[config.mk]
export PLATFORM = sky130hd
export DESIGN_NAME = msg_schedule_gen
export DESIGN_NICKNAME = d
export VERILOG_FILES = /design/src/rtl/msg_schedule_gen.sv
export SDC_FILE = /design/constraint.sdc
export NUM_CORES = 1
export LEC_CHECK = 0
export BUFFER_PORTS_ARGS = -buffer_cell sky130_fd_sc_hd__buf_4
export CELL_PAD_IN_SITES_DETAIL_PLACEMENT = 0
export CELL_PAD_IN_SITES_GLOBAL_PLACEMENT = 1
export CORE_AREA = 10 10 260 262
export CTS_CLUSTER_DIAMETER = 40
export DETAILED_ROUTE_END_ITERATION = 8
export DIE_AREA = 0 0 270 272
export HOLD_SLACK_MARGIN = 0.12
export PLACE_DENSITY_LB_ADDON = 0.1
export RECOVER_POWER = 50
export SYNTH_ARGS = -nofsm -noshare
export SYNTH_HDL_FRONTEND = slang
export SYNTH_SLANG_ARGS = --single-unit
[constraint.sdc]
create_clock -name clk -period 12.65 [get_ports clk]
set_clock_uncertainty 0.2 [all_clocks]
set_input_delay 0 -clock clk [delete_from_list [all_inputs] [get_ports clk]]
set_output_delay 0 -clock clk [all_outputs]
set_load 0.01 [all_outputs]
[src/rtl/msg_schedule_gen.sv]
// msg_schedule_gen: SHA-256 message-schedule stage.
// Takes one 512-bit padded block and streams W[0..ROUNDS-1] over a
// valid/ready handshake, built on a 16-word sliding window.
// Optional build macro: MSG_SCHED_BYTESWAP_EN byte-reverses each input word
// on load (for raw little-endian header fields); default loads big-endian.
module msg_schedule_gen #(
  parameter int ROUNDS  = 64,
  parameter int BLOCK_W = 512
) (
  input  logic               clk,
  input  logic               rst,
  input  logic               blk_valid,
  output logic               blk_ready,
  input  logic [BLOCK_W-1:0] blk_data,
  output logic               w_valid,
  input  logic               w_ready,
  output logic [31:0]        w_data,
  output logic [5:0]         w_idx,
  output logic               w_last,
  output logic               busy
);

  typedef enum logic {IDLE, RUN} state_t;

  state_t      state_reg, state_next;
  logic [31:0] win_reg  [16];
  logic [31:0] win_next [16];
  logic [5:0]  cnt_reg, cnt_next;
  logic        init_reg;
  logic [31:0] load_word [16];
  logic [31:0] w_new;
  logic        is_last;

  function automatic logic [31:0] rotr(input logic [31:0] x, input int n);
    return (x >> n) | (x << (32 - n));
  endfunction

  function automatic logic [31:0] sig0(input logic [31:0] x);
    return rotr(x, 7) ^ rotr(x, 18) ^ (x >> 3);
  endfunction

  function automatic logic [31:0] sig1(input logic [31:0] x);
    return rotr(x, 17) ^ rotr(x, 19) ^ (x >> 10);
  endfunction

  // Split the block into 16 words, word 0 in the top bits.
  generate
    for (genvar gi = 0; gi < 16; gi++) begin : g_load
      logic [31:0] raw;
      assign raw = blk_data[BLOCK_W-1-32*gi -: 32];
`ifdef MSG_SCHED_BYTESWAP_EN
      assign load_word[gi] = {raw[7:0], raw[15:8], raw[23:16], raw[31:24]};
`else
      assign load_word[gi] = raw;
`endif
    end
  endgenerate

  // Next schedule word from the current window (all adds wrap mod 2^32).
  assign w_new   = sig1(win_reg[14]) + win_reg[9] + sig0(win_reg[1]) + win_reg[0];
  assign is_last = (cnt_reg == 6'(ROUNDS - 1));
  assign w_idx   = cnt_reg;

  // Next-state, window update and handshake outputs.
  always_comb begin
    state_next = state_reg;
    cnt_next   = cnt_reg;
    win_next   = win_reg;
    blk_ready  = 1'b0;
    w_valid    = 1'b0;
    w_last     = 1'b0;
    busy       = 1'b0;
    w_data     = 32'h0;
    case (state_reg)
      IDLE: begin
        // init_reg keeps blk_ready low for the first cycle out of reset.
        blk_ready = init_reg;
        if (blk_valid && init_reg) begin
          win_next   = load_word;
          cnt_next   = 6'd0;
          state_next = RUN;
        end
      end
      RUN: begin
        w_valid = 1'b1;
        busy    = 1'b1;
        w_data  = win_reg[0];
        w_last  = is_last;
        if (w_ready) begin
          for (int i = 0; i < 15; i++) win_next[i] = win_reg[i+1];
          win_next[15] = w_new;
          if (is_last) state_next = IDLE;
          else         cnt_next   = cnt_reg + 6'd1;
        end
      end
      default: state_next = IDLE;
    endcase
  end

  // State, counter and window registers with synchronous active-low reset.
  always_ff @(posedge clk) begin
    if (!rst) begin
      state_reg <= IDLE;
      cnt_reg   <= 6'd0;
      init_reg  <= 1'b0;
      for (int i = 0; i < 16; i++) win_reg[i] <= 32'h0;
    end else begin
      state_reg <= state_next;
      cnt_reg   <= cnt_next;
      init_reg  <= 1'b1;
      win_reg   <= win_next;
    end
  end

endmodule
==> results of run 1 <==
cell families after synthesis:
group	after synthesis	synth area share, %
AO/OA/AOI/OAI	644	20.6
XOR/XNOR	146	4.50
adder cells (fa/ha/maj)	94	5.78
buffers and inverters	400	5.58
flip-flops	520	36.6
multiplexers	488	17.2
AND/OR/NAND/NOR	663	9.66
synth_stat cells, types with 16 or more instances:
| library cell | count |
|---|---|
| inv_1 | 125 |
| clkbuf_1 | 202 |
| nor2_1 | 25 |
| nor2b_1 | 17 |
| xor2_1 | 65 |
| nand3_1 | 17 |
| o21ai_0 | 22 |
| fa_1 | 62 |
| nand2_1 | 535 |
| o211a_1 | 484 |
| buf_2 | 54 |
| ha_1 | 32 |
| mux2i_1 | 487 |
| dfxtp_1 | 520 |
| buf_1 | 16 |
| xnor2_1 | 81 |
| and2_1 | 35 |
| a21oi_1 | 65 |
per-stage QoR:
stage | hold WS [ps] | utilization, % | worst slack (ps)
global placement | 97.7 | 52.4 | 7950
detailed placement | 102 | 52.4 | 7920
floorplan | -172 | - | 8480
==> impl_metrics.env, run 1 <==
export IMPL_synth_async_reset_ratio_pct=0
export IMPL_clock_sinks=520
export IMPL_cts_hold_buf=857
export IMPL_synth_nets=3565
export IMPL_cts_max_level=3
export IMPL_synth_edf_count=0
export IMPL_synthCells=2955
export IMPL_synth_seq_cells=520
export IMPL_outcome="stopped before the end"
export IMPL_synthDistinctLibCells=58
export IMPL_synth_top_area_cell="dfxtp_1"
export IMPL_ys_top_cells_by_area="dfxtp_1 37%, mux2i_1 17%, o211a_1 17%"
export IMPL_dp_cells=4105
export IMPL_cts_root_buf="clkbuf_16"
export IMPL_dp_hpwl_um=81700
export IMPL_synth_top_area_share_pct=36.6
export IMPL_post_cts_buffers=0
export IMPL_place_gp_congestion=0.927
export IMPL_start_util_pct=45.4
export IMPL_haltStage="clock tree synthesis"
export IMPL_cts_resized=0
export IMPL_clock_path_buffers=3
export IMPL_yosysWarnings=0
export IMPL_synth_avg_cell_area_um2=9.61
export IMPL_die_x_um=270
export IMPL_numCtsBuffers=94
export IMPL_rows=92
export IMPL_yosysSeqAreaShare_pct=36.6
export IMPL_io_buffer_count=557
export IMPL_io_pins=558
export IMPL_die_h_um=272
export IMPL_synth_flop_cell="dfxtp_1"
export IMPL_synth_area_mm2=0.0284
export IMPL_error="[ERROR RSZ-0060] Max buffer count reached."
export IMPL_placed_area_mm2=0.0328
==> inputs of run 2 (changes only) <==
==> config.mk (replaced) <==
export PLATFORM = sky130hd
export DESIGN_NAME = msg_schedule_gen
export DESIGN_NICKNAME = d
export VERILOG_FILES = /design/src/rtl/msg_schedule_gen.sv
export SDC_FILE = /design/constraint.sdc
export NUM_CORES = 1
export LEC_CHECK = 0
export BUFFER_PORTS_ARGS = -buffer_cell sky130_fd_sc_hd__buf_4
export CORE_AREA = 10 10 278 280
export DETAILED_ROUTE_END_ITERATION = 8
export DIE_AREA = 0 0 288 290
export PLACE_DENSITY_LB_ADDON = 0.15
export RECOVER_POWER = 50
export SYNTH_ARGS = -nofsm -noshare
export SYNTH_HDL_FRONTEND = slang
export SYNTH_SLANG_ARGS = --single-unit
==> impl_metrics.env, run 2 <==
export IMPL_outcome="finished, violations left"
export IMPL_violations="capacitance limit, slew limit"
export IMPL_synth_avg_cell_area_um2=9.61
export IMPL_p_sw_share_pct=34.8
export IMPL_yosysWarnings=0
export IMPL_first_pass_iters=5
export IMPL_p_int_w=0.00386
export IMPL_cts_root_buf="clkbuf_16"
export IMPL_grt_pass1_vias=27400
export IMPL_numCtsBuffers=59
export IMPL_tns_ps=0
export IMPL_p_switching_w=0.00206
export IMPL_tightest_slew_ps=4370
export IMPL_avgViaCountPerCell=5.29
export IMPL_io_pins=558
export IMPL_final_cell_mix="590 x dlygate4sd3_1, 558 x buf_4, 535 x nand2_1, 520 x dfxtp_1, 487 x mux2i_1"
export IMPL_grt_usage_pct=26.3
export IMPL_path_class="input pin to register"
export IMPL_clk_pin_slew_worst_paths_ps=60
export IMPL_die_h_um=290
export IMPL_drive_gt1_share_pct=16.9
export IMPL_cts_tree="yes"
export IMPL_p_leak_nw=21.5
export IMPL_cp_required_ps=13010
export IMPL_critPathCaptureType="register"
export IMPL_synthCells=2955
export IMPL_largest_reg_flops=512
export IMPL_area_growth_pct=43.8
export IMPL_clock_latency_ps=620
export IMPL_ant_nets=0
export IMPL_rows=98
export IMPL_nets=4520
export IMPL_place_gp_congestion=0.898
export IMPL_ys_top_cells_by_area="dfxtp_1 37%, mux2i_1 17%, o211a_1 17%"
export IMPL_synth_most_common_cell="nand2_1"
export IMPL_maxCapViolations=5
export IMPL_rsz0062_at_grt="false"
export IMPL_pwr_share_seq_pct=33.1
export IMPL_worstSetupStartpointType="input pin"
export IMPL_vias=26100
export IMPL_antenna_found_initial=24
export IMPL_synth_flop_cell="dfxtp_1"
export IMPL_core_area_mm2=0.0714
export IMPL_slew_violations=366
export IMPL_period_minus_slack_ps=7920
export IMPL_grt_max_degree=234
export IMPL_synth_seq_cells=520
export IMPL_wl_um=116000
export IMPL_start_util_pct=39.8
export IMPL_pre_cts_slack_ps=7590
export IMPL_cts_max_level=2
export IMPL_drt_iter0_markers=1879
export IMPL_pwr_share_clk_pct=31.1
export IMPL_combPwrFrac_pct=35.7
export IMPL_max_freq_mhz=126
export IMPL_clock_sinks=520
export IMPL_die_x_um=288
export IMPL_io_buffer_count=557
export IMPL_hold_depth=5
export IMPL_final_common_cell="dlygate4sd3_1"
export IMPL_wl_per_cell_um=23.6
export IMPL_synth_top_area_cell="dfxtp_1"
export IMPL_synth_async_reset_ratio_pct=0
export IMPL_grt_pass1_wl_um=170000
export IMPL_clock_path_buffers=3
export IMPL_synth_edf_count=0
export IMPL_synth_common_cells="535 x nand2_1, 520 x dfxtp_1, 487 x mux2i_1"
export IMPL_hold_class="input pin to register"
export IMPL_fin_crit_sh_pct=62.6
export IMPL_power_density_mw_per_mm2=145
export IMPL_setup_viol=0
export IMPL_r2r_cells=7
export IMPL_post_route_worst_setup_slack_ps=4730
export IMPL_max_slew_margin_rel_pct=-192
export IMPL_drc=0
export IMPL_synth_nets=3565
export IMPL_synth_area_mm2=0.0284
export IMPL_die_area_mm2=0.0835
export IMPL_synth_top_area_share_pct=36.6
export IMPL_crit_path_max_fanout=116
export IMPL_hold_viol=0
export IMPL_gr_total_overflow=0
export IMPL_cp_arrival_ps=8280
export IMPL_yosysSeqAreaShare_pct=36.6
export IMPL_dp_hpwl_um=82200
export IMPL_post_cts_buffers=0
export IMPL_synthDistinctLibCells=58
export IMPL_vdd_drop_max_v=0.000114
## run 2: cell counts after synthesis
Identical to the previous run, type by type.
## run 2: cell families after synthesis
group / share of synthesized area (%)
compound gates: 20.6
fa+ha+maj: 5.78
xor+xnor: 4.50
simple gates: 9.66
buf+inv: 5.58
flops: 36.6
mux: 17.2
## run 2: cell type report
type / instances / area [um^2]
Fill cell: 6123 / 30500
Multi-Input combinational cell: 2035 / 16400
Sequential cell: 520 / 10400
Timing Repair Buffer: 1169 / 10200
Clock buffer: 85 / 1740
Tap cell: 950 / 1190
Inverter: 125 / 469
Clock inverter: 25 / 345
Antenna cell: 22 / 55.1
## run 2: repair_timing
item,4_1_cts,5_1_grt
gates resized for setup,0,0
hold endpoints to repair,520,0
hold buffers,590,0
## run 2: per-stage QoR
stage	total power (W)	cell area [um^2]	util, %	std cells	hold slack (ps)
6_report	0.00592	40900	57.2	4931	70.4
3_3_place_gp	0.00387	32900	46.1	4209	81.0
3_5_place_dp	0.00389	32900	46.1	4209	99.5
2_1_floorplan	0.00324	28400	-	2955	-172
5_1_grt	0.00620	40900	57.2	4929	86.1
4_1_cts	0.00591	40900	57.3	4909	43.2
## run 2: worst max-delay path: stages
cell and delay (ps):
dlygate4sd3_1 530, clkbuf_1 3050, clkbuf_1 2950, buf_4 1270, o211a_1 290
## run 2: path summary, 6_finish.rpt
check	startpoint	to	slack, ps
worst max-delay path	rst	win_reg[242]	4730
worst min-delay path	blk_data[399]	win_reg[399]	70
worst max register to register	state_reg	win_reg[507]	4870
worst min register to register	win_reg[26]	win_reg[26]	280
## run 2: metal layers
layer	up-vias	global-route usage (%)	wire, um
li1	12300	-	-
met1	12600	31.9	48100
met2	864	44.3	55700
met3	268	4.43	6220
met4	4	13.4	6110
met5	-	0	17
## run 2: power groups by stage
stage / Clock [W] / Combinational [W] / Sequential, W
after floorplan: 0 / 0.00134 / 0.00190
after global placement: 0 / 0.00188 / 0.00199
after detailed placement: 0 / 0.00189 / 0.00199
after CTS: 0.00187 / 0.00207 / 0.00196
after global routing: 0.00193 / 0.00229 / 0.00197
final: 0.00184 / 0.00211 / 0.00196
No activity file was read; power rests on OpenSTA's default activity.
